**src/rtl/ahb_timer_satellite_if.sv**
```systemverilog
// AHB-lite slot bundle between the multiplexor and a satellite slave.
interface ahb_bus_if;
    logic [31:0] haddr;
    logic [1:0]  htrans;
    logic        hwrite;
    logic [2:0]  hsize;
    logic [2:0]  hburst;
    logic [31:0] hwdata;
    logic [31:0] hrdata;
    logic        hready;
    logic        hresp;

    modport satellite (
        input  haddr, htrans, hwrite, hsize, hburst, hwdata,
        output hrdata, hready, hresp
    );
endinterface

```
**src/rtl/ahb_timer_satellite.sv**
```systemverilog
// Prescaled 32-bit compare timer on an AHB-lite slot; zero-wait OKAY transfers, read data combinational in the data phase.
// Non-word writes take a two-cycle ERROR (hready low in the first cycle); tmi is registered one cycle behind its cause.
module ahb_timer_satellite #(
    parameter int PRESCALE_W = 16
) (
    input  logic         clk,
    input  logic         rst,
    ahb_bus_if.satellite abif,
    output logic         tmi
);
    typedef enum logic [1:0] {IDLE, ERR1, ERR2} bus_state_t;

    bus_state_t            state;
    logic                  hready_q, hresp_q;
    logic                  dphase, dwrite;
    logic [2:0]            doff;
    logic [2:0]            ctrl, ctrl_next;
    logic [PRESCALE_W-1:0] prescale, pcnt;
    logic [31:0]           count, compare, rdata;
    logic                  match, match_next;
    logic                  accept, bad_write, wr_en;
    logic                  wr_ctrl, wr_pre, wr_count, wr_cmp, wr_stat;
    logic                  tick, cnt_hit, match_set;
    logic                  unused_bits;

    assign unused_bits = &{1'b0, abif.haddr[31:5], abif.haddr[1:0], abif.hburst};

    assign accept    = abif.htrans[1] & hready_q;
    assign bad_write = abif.hwrite & (abif.hsize != 3'b010);
    assign wr_en     = dphase & dwrite;
    assign wr_ctrl   = wr_en & (doff == 3'd0);
    assign wr_pre    = wr_en & (doff == 3'd1);
    assign wr_count  = wr_en & (doff == 3'd2);
    assign wr_cmp    = wr_en & (doff == 3'd3);
    assign wr_stat   = wr_en & (doff == 3'd4);

    assign tick      = ctrl[0] & (pcnt == prescale);
    assign cnt_hit   = (count == compare);
    // A bus write to COUNT on the same edge suppresses the tick's match.
    assign match_set = tick & cnt_hit & ~wr_count;

    always_comb begin
        ctrl_next  = wr_ctrl ? abif.hwdata[2:0] : ctrl;
        match_next = match;
        if (match_set)
            match_next = 1'b1;
        else if (wr_stat && abif.hwdata[0])
            match_next = 1'b0;
    end

    always_comb begin
        rdata = '0;
        if (dphase && !dwrite) begin
            case (doff)
                3'd0:    rdata[2:0]            = ctrl;
                3'd1:    rdata[PRESCALE_W-1:0] = prescale;
                3'd2:    rdata                 = count;
                3'd3:    rdata                 = compare;
                3'd4:    rdata[0]              = match;
                default: rdata                 = '0;
            endcase
        end
    end

    assign abif.hrdata = rdata;
    assign abif.hready = hready_q;
    assign abif.hresp  = hresp_q;

    // Bus FSM: the error decision is made at the address edge so ERR1 lands in the data phase.
    always_ff @(posedge clk or posedge rst) begin
        if (rst) begin
            state    <= IDLE;
            hready_q <= 1'b1;
            hresp_q  <= 1'b0;
            dphase   <= 1'b0;
            dwrite   <= 1'b0;
            doff     <= 3'd0;
        end else begin
            dphase <= 1'b0;
            case (state)
                ERR1: begin
                    state    <= ERR2;
                    hready_q <= 1'b1;
                    hresp_q  <= 1'b1;
                end
                default: begin
                    if (accept && bad_write) begin
                        state    <= ERR1;
                        hready_q <= 1'b0;
                        hresp_q  <= 1'b1;
                    end else begin
                        state    <= IDLE;
                        hready_q <= 1'b1;
                        hresp_q  <= 1'b0;
                        if (accept) begin
                            dphase <= 1'b1;
                            dwrite <= abif.hwrite;
                            doff   <= abif.haddr[4:2];
                        end
                    end
                end
            endcase
        end
    end

    always_ff @(posedge clk or posedge rst) begin
        if (rst) begin
            ctrl     <= 3'd0;
            prescale <= '0;
            pcnt     <= '0;
            count    <= 32'd0;
            compare  <= 32'hFFFF_FFFF;
            match    <= 1'b0;
            tmi      <= 1'b0;
        end else begin
            ctrl  <= ctrl_next;
            match <= match_next;
            tmi   <= match_next & ctrl_next[2];
            if (wr_pre)
                prescale <= abif.hwdata[PRESCALE_W-1:0];
            if (wr_cmp)
                compare <= abif.hwdata;
            if (wr_pre || !ctrl[0] || tick)
                pcnt <= '0;
            else
                pcnt <= pcnt + PRESCALE_W'(1);
            if (wr_count)
                count <= abif.hwdata;
            else if (tick)
                count <= (cnt_hit && ctrl[1]) ? 32'd0 : count + 32'd1;
        end
    end
endmodule

```
**src/flat_wrapper.sv**
```systemverilog
// flat-port wrapper written by rule: the top's interface ports become plain ports
module ahb_timer_satellite_flat 
#(
    parameter int PRESCALE_W = 16
)
  (clk, rst, tmi, abif_haddr, abif_htrans, abif_hwrite, abif_hsize, abif_hburst, abif_hwdata, abif_hrdata, abif_hready, abif_hresp);
  ahb_bus_if abif_i ();
  input  logic clk;
  input  logic rst;
  output logic tmi;
  input wire logic [$bits(abif_i.haddr)-1:0] abif_haddr;
  input wire logic [$bits(abif_i.htrans)-1:0] abif_htrans;
  input wire logic [$bits(abif_i.hwrite)-1:0] abif_hwrite;
  input wire logic [$bits(abif_i.hsize)-1:0] abif_hsize;
  input wire logic [$bits(abif_i.hburst)-1:0] abif_hburst;
  input wire logic [$bits(abif_i.hwdata)-1:0] abif_hwdata;
  output wire logic [$bits(abif_i.hrdata)-1:0] abif_hrdata;
  output wire logic [$bits(abif_i.hready)-1:0] abif_hready;
  output wire logic [$bits(abif_i.hresp)-1:0] abif_hresp;
  assign abif_i.haddr = abif_haddr;
  assign abif_i.htrans = abif_htrans;
  assign abif_i.hwrite = abif_hwrite;
  assign abif_i.hsize = abif_hsize;
  assign abif_i.hburst = abif_hburst;
  assign abif_i.hwdata = abif_hwdata;
  assign abif_hrdata = abif_i.hrdata;
  assign abif_hready = abif_i.hready;
  assign abif_hresp = abif_i.hresp;
  ahb_timer_satellite #(.PRESCALE_W(PRESCALE_W)) u_core (.clk(clk), .rst(rst), .abif(abif_i), .tmi(tmi));
endmodule
```
**config.mk**
```make
export PLATFORM = sky130hd
export DESIGN_NAME = ahb_timer_satellite_flat
export DESIGN_NICKNAME = d
export VERILOG_FILES = /design/src/rtl/ahb_timer_satellite_if.sv /design/src/rtl/ahb_timer_satellite.sv /design/src/flat_wrapper.sv
export SDC_FILE = /design/constraint.sdc
export NUM_CORES = 1
export LEC_CHECK = 0
export CORE_MARGIN = 10
export CORE_UTILIZATION = 30
export CTS_CLUSTER_DIAMETER = 150
export DETAILED_ROUTE_END_ITERATION = 16
export SLEW_MARGIN = 20
export SYNTH_ARGS = -nofsm -noshare
export SYNTH_HDL_FRONTEND = slang
export SYNTH_SLANG_ARGS = --single-unit
```
**constraint.sdc**
```tcl
create_clock -name clk -period 7.3 [get_ports clk]
set_input_delay 1.095 -clock clk [delete_from_list [all_inputs] [get_ports clk]]
set_output_delay 1.095 -clock clk [all_outputs]
set_load 0.01 [all_outputs]
```
# Yosys cells after proc, flatten, opt, wreduce, memory -nomap -nowiden
# Index checks and enable logic that the tools add are counted.
op_classes:
  n_bitwise: 15
  reduce_logical: 11
  eq_ne: 8
  n_addsub: 2
  mux: 21
op_table:
  columns: ["cell", "count"]
  rows:
  - ["$mux W32", 4]
  - ["$pmux W13 S3", 1]
  - ["$add A32 B1 Y32 const B", 1]
  - ["$eq A32 B32 Y1", 1]
  - ["$pmux W16 S2", 1]
  - ["$add A16 B1 Y16 const B", 1]
  - ["$eq A16 B16 Y1", 1]
  - ["$mux W16", 1]
  - ["$and A1 B1 Y1", 12]
  - ["$mux W1", 10]
  - ["$pmux W2 S4", 1]
  - ["$eq A3 B2 Y1 const B", 2]
  - ["$pmux W1 S5", 1]
  - ["$logic_and A1 B1 Y1", 4]
  - ["$eq A3 B1 Y1 const B", 1]
  - ["$eq A3 B3 Y1 const B", 1]
  - ["$logic_not A3 Y1", 1]
  - ["$mux W3", 1]
  - ["$ne A3 B2 Y1 const B", 1]
  - ["$not A1 Y1", 3]
  - ["$reduce_and A3 Y1", 1]
  - ["$eq A2 B1 Y1 const B", 1]
  - ["$logic_not A1 Y1", 2]
  - ["$logic_or A1 B1 Y1", 2]
  - ["other kinds (2)", 2]
totals:
  word_cells: 71
  register_bits: 110

# Depth between registers and ports, before layout
depth:
  word_depth: 6
  mapped_depth: 10

# Least setup slack after synthesis
# No wires, ideal clock.
synth_path:
  kind: "reg-to-output"
  startpoint: "reg u_core.doff[0]"
  endpoint: "out abif_hrdata[21]"
  path_slack_ps: 4517
  t_arrival_ps: 1688
  stages_incl_launch_ff: 7
  path_buffers: 2
  required_time_ps: 6205
  path_cell_list: "dfrtp_1 nor2b_1 nor2b_1 clkbuf_1 buf_1 a22oi_1 nor2_1"
synth_via:
  elab_chain_len: 3
  word_cells_on_any_way: 4
  classes_between: "eq/ne (2); mux (2)"
synth_lines:
  columns: ["item", "line_no", "rtl"]
  rows:
  - ["start: declaration", "ahb_timer_satellite.sv:16", "logic [2:0] doff;"]
  - ["start signal: assignment", "ahb_timer_satellite.sv:98", "doff <= abif.haddr[4:2];"]
  - ["$eq A3 B2 Y1", "ahb_timer_satellite.sv:54", "case (doff)"]
  - ["$pmux W16 S2 (*)", "ahb_timer_satellite.sv:54", null]
  - ["$mux W32 (*)", "ahb_timer_satellite.sv:53", "if (dphase && !dwrite) begin"]
  - ["end: declaration", "flat_wrapper.sv:17", "output wire logic [$bits(abif_i.hrdata)-1:0] abif_hrdata;"]
# Mark *: on every way between the ends. The rest lies on a longest branch, timed or not.

# Worst setup path after layout
layout_path:
  startpoint: "reg u_core.doff[1]"
  endpoint: "out abif_hrdata[20]"
# The elaborated chain is that of the path after synthesis.

==> impl_results.rst <==
.. list-table::
   :header-rows: 1

   * - Metric
     - Value
   * - Worst Tran Pin Value
     - 0.932 ns
   * - Syn nets
     - roughly 750
   * - Post-DP Area
     - between 0.007 and 0.008 mm^2
   * - Seq pwr share
     - 0.467
   * - Ant diodes
     - 0
   * - Count of different cell masters after synthesis
     - 45
   * - Most frequent standard cell in the layout excluding fill and tap cells
     - sky130_fd_sc_hd__nor2_1
   * - Arrival time worst endpoint
     - 2.91 ns
   * - Ranking of synthesized cells by area
     - sky130_fd_sc_hd__dfrtp_1 30%, sky130_fd_sc_hd__dfstp_2 14%, sky130_fd_sc_hd__mux2_2 12%, sky130_fd_sc_hd__xor2_1 6.9%, sky130_fd_sc_hd__nor2_1 6.1%
   * - Gate power share
     - 0.293
   * - Pre-Repair DR Iteration Count
     - 5
   * - Maximum count of clock buffers along a single path
     - 2
   * - Setup repair after global routing missed its margin
     - no
   * - Net switching power
     - 904 uW
   * - Met2 track utilization from global routing
     - 0.221
   * - Area leader, netlist
     - sky130_fd_sc_hd__dfrtp_1
   * - Final RePlAce weighted congestion
     - 0.865
   * - Fraction of the yosys area taken by sequential cells
     - 0.440
   * - Final setup vio count
     - 0
   * - Layer carrying the most global-route usage
     - met2
   * - CP startpoint
     - u_core.doff[1]
   * - Sort of element at the start of the critical path
     - register
   * - Shortest period the worst path allows
     - 4.00 ns
   * - Count of input and output buffers
     - 76
   * - Worst R2R Start
     - u_core.count[7]
   * - All-Layer GR Usage
     - 0.136
   * - Largest net degree at the start of global routing
     - 72
   * - Post-Place Cells
     - 981
   * - Estimated wirelength of the detail-placed design
     - 13300 um
   * - Vias in the first global route
     - between 5000 and 6000
   * - Library cell used as clock root buffer
     - sky130_fd_sc_hd__clkbuf_16
   * - Top library cells by usage in the layout, fill and taps aside
     - 103 x sky130_fd_sc_hd__nor2_1, 77 x sky130_fd_sc_hd__dfrtp_1, 76 x sky130_fd_sc_hd__clkdlybuf4s50_1
   * - Share of cells above drive strength 1
     - 0.184
   * - Sequential cell area
     - 0.00279 mm^2
   * - Die area
     - 0.0274 mm^2
   * - Clk Latency, worst-skew pair
     - ~0.36 ns
   * - Area occupied by multi-input gates
     - ~0.0033 mm^2
   * - Most used flip-flop cell after synthesis
     - sky130_fd_sc_hd__dfrtp_1
   * - H-Tree Depth
     - 3
   * - Worst hold-check slack
     - 0.492 ns
   * - Crit share post-route
     - 0.548
   * - Chip height
     - 165 um
   * - Post-Synthesis Cell Area
     - 0.00635 mm^2
   * - Worst IR Drop VDD
     - 0.000114 V
   * - Async set-reset flop share out of synthesis
     - 1.00
   * - Initial standard-cell utilization of the core
     - 0.304
   * - Ports placed on the boundary
     - 110
   * - Setup slack, reg-to-reg
     - 3.88 ns
   * - Clock skew
     - 0.00875 ns
   * - P&R area growth vs syn
     - 21.6%
   * - Post-route setup TNS
     - 0 ns
   * - Relative slew margins
     - 0.379
   * - Register bit count reported by yosys
     - 110
   * - Post-route insts no fill
     - 997
   * - Global-route wire length before repair
     - 29300 um
   * - Vias per cell
     - 5.18
   * - Total number of yosys warnings
     - 0
   * - Sinks on the clock net
     - 110
   * - Hold buffer count at cts
     - 0
   * - F_max
     - 0.250 GHz
   * - Power density over cell area
     - 331 mW/mm^2
   * - Total of cells resized after clock tree synthesis
     - 0
   * - Proportion of total power due to net switching
     - 0.354
   * - Hold wc startpoint
     - u_core.state[0]
   * - Category of the critical setup timing path
     - register to primary output
   * - Count of mapped cells out of synthesis
     - 670
   * - Total setup buffers inserted after CTS
     - 0
   * - CP Capture Type
     - primary output
   * - DRC violations left
     - 0
   * - Final number of hold-violating endpoints
     - 0
   * - Clock transition at the registers of the reported paths
     - 0.07 ns
   * - Worst hold path type
     - register to register
   * - Filler Cells Inserted
     - between 2000 and 2500
   * - Net total in the final layout
     - 794
   * - Data required time of the critical path
     - 6.20 ns
   * - Antenna Violating Nets Remaining
     - 0
   * - Met1 layer usage reported by global route
     - 0.180
   * - TritonCTS clock tree
     - built
   * - Chip Width
     - 165 um
   * - Total length of routed wires
     - ~19000 um
   * - Total CTS buffers
     - 9
   * - Share of Yosys cell area claimed by the top area cell type
     - 0.304
   * - Static Leak
     - 2.89 nW
   * - Count of flip-flops with a built-in enable after synthesis
     - 0
   * - Post-route design area
     - 0.00772 mm^2
   * - Cell row count
     - 53
   * - DR vias
     - 5167
   * - Final routed wire length divided by cell count
     - about 19 um
   * - Core Area
     - around 0.021 mm^2
   * - Residual overflow from global routing
     - 0
   * - Initial antenna violation count
     - 0
   * - Reported max-cap violation count
     - 0
   * - Number of violations reported at the end of detailed-routing iteration 0
     - 353
   * - Internal Power
     - 1.65 mW
   * - Met3 layer usage reported by global route
     - 0.0196
   * - Clk pwr share
     - 0.239
   * - Syn_area_per_cell
     - 9.47 um^2
   * - Max-slew violations
     - 0
   * - CP Max Fanout
     - 23
   * - Run status
     - finished clean
[worst paths after layout]
kind	endpoint	cells after the start
max	abif_hrdata[20]	6
min	u_core.state[1]	2
max reg2reg	u_core.count[10]	9
min reg2reg	u_core.state[1]	2
max in group asynchronous	u_core.state[0]	3
min in group asynchronous	u_core.count[14]	2
[stage by stage]
step / setup slack [ns] / utilization / power, mW
final: 3.30 / 0.369 / 2.56
after global routing: 3.13 / 0.369 / 2.70
after CTS: 3.29 / 0.369 / 2.57
after detailed placement: 3.67 / 0.351 / 1.95
after global placement: 3.70 / 0.351 / 1.94
after floorplan: 3.36 / - / 1.66
[cells in the mapped netlist (all sizes together), types with 2 or more instances]
cell type and count:
nor2b 9, nor2 103, nor4 14, and4 6, or2 4, ha 2, buf 10, xor2 50
or4 3, nand4 13, o21ai 31, and2 5, o21a 2, a21oi 11, a221oi 2, inv 11
dfrtp 77, mux2i 2, a31oi 26, nand3b 7, clkbuf 39, and3 10, mux2 66, nand3 28
a22oi 31, dfstp 33, nand2 33, nand2b 3, nor3 12, xnor2 12, nand4b 3, o211ai 2
[sequential cells by signal, indices dropped and copies added (netlist names)]
register	count
u_core.ctrl	3
u_core.abif.hready	1
u_core.doff	3
u_core.compare	32
u_core.dwrite	1
u_core.prescale	16
u_core.state	2
u_core.count	32
u_core.dphase	1
u_core.tmi	1
u_core.abif.hresp	1
u_core.match	1
u_core.pcnt	16
[metal layers]
metal  routed length, um  vias up
met3                 749       23
met5                   0        -
met1                8450     2556
li1                    -     2471
met2                8940      117
met4                 406        0
[logic make-up after synthesis]
logic type | count (synthesis) | share of synthesized area
AO/OA/AOI/OAI | 112 | 0.113
adder cells (fa/ha/maj) | 2 | 0.00394
XOR/XNOR | 62 | 0.0856
multiplexers | 69 | 0.124
buffers and inverters | 60 | 0.0379
AND/OR/NAND/NOR | 255 | 0.196
flip-flops | 110 | 0.440
[area by class of cell]
cell class,count,area share
Sequential cell,110,0.362
Multi-Input combinational cell,500,0.432
Timing Repair Buffer,85,0.107
Tap cell,275,0.0446
Clock inverter,6,0.0172
Inverter,11,0.00568
Clock buffer,10,0.0310
[worst max-delay path, stage by stage, from the launching register on]
cell and delay, ns:
sky130_fd_sc_hd__dfrtp_1 0.95, sky130_fd_sc_hd__nor2b_1 0.25, sky130_fd_sc_hd__nor2b_1 0.15, sky130_fd_sc_hd__buf_4 0.30
sky130_fd_sc_hd__a22oi_1 0.13, sky130_fd_sc_hd__nor2_1 0.17, sky130_fd_sc_hd__clkdlybuf4s50_1 0.58
[power groups by stage]
| stage | Combinational (mW) | Sequential [mW] | Clock [mW] |
|---|---|---|---|
| global route | 0.824 | 1.23 | 0.644 |
| global placement | 0.749 | 1.19 | 0 |
| CTS | 0.760 | 1.19 | 0.620 |
| floorplan | 0.610 | 1.05 | 0 |
| detailed placement | 0.754 | 1.20 | 0 |
| finish | 0.749 | 1.19 | 0.612 |
No activity file was read; power rests on OpenSTA's default activity.
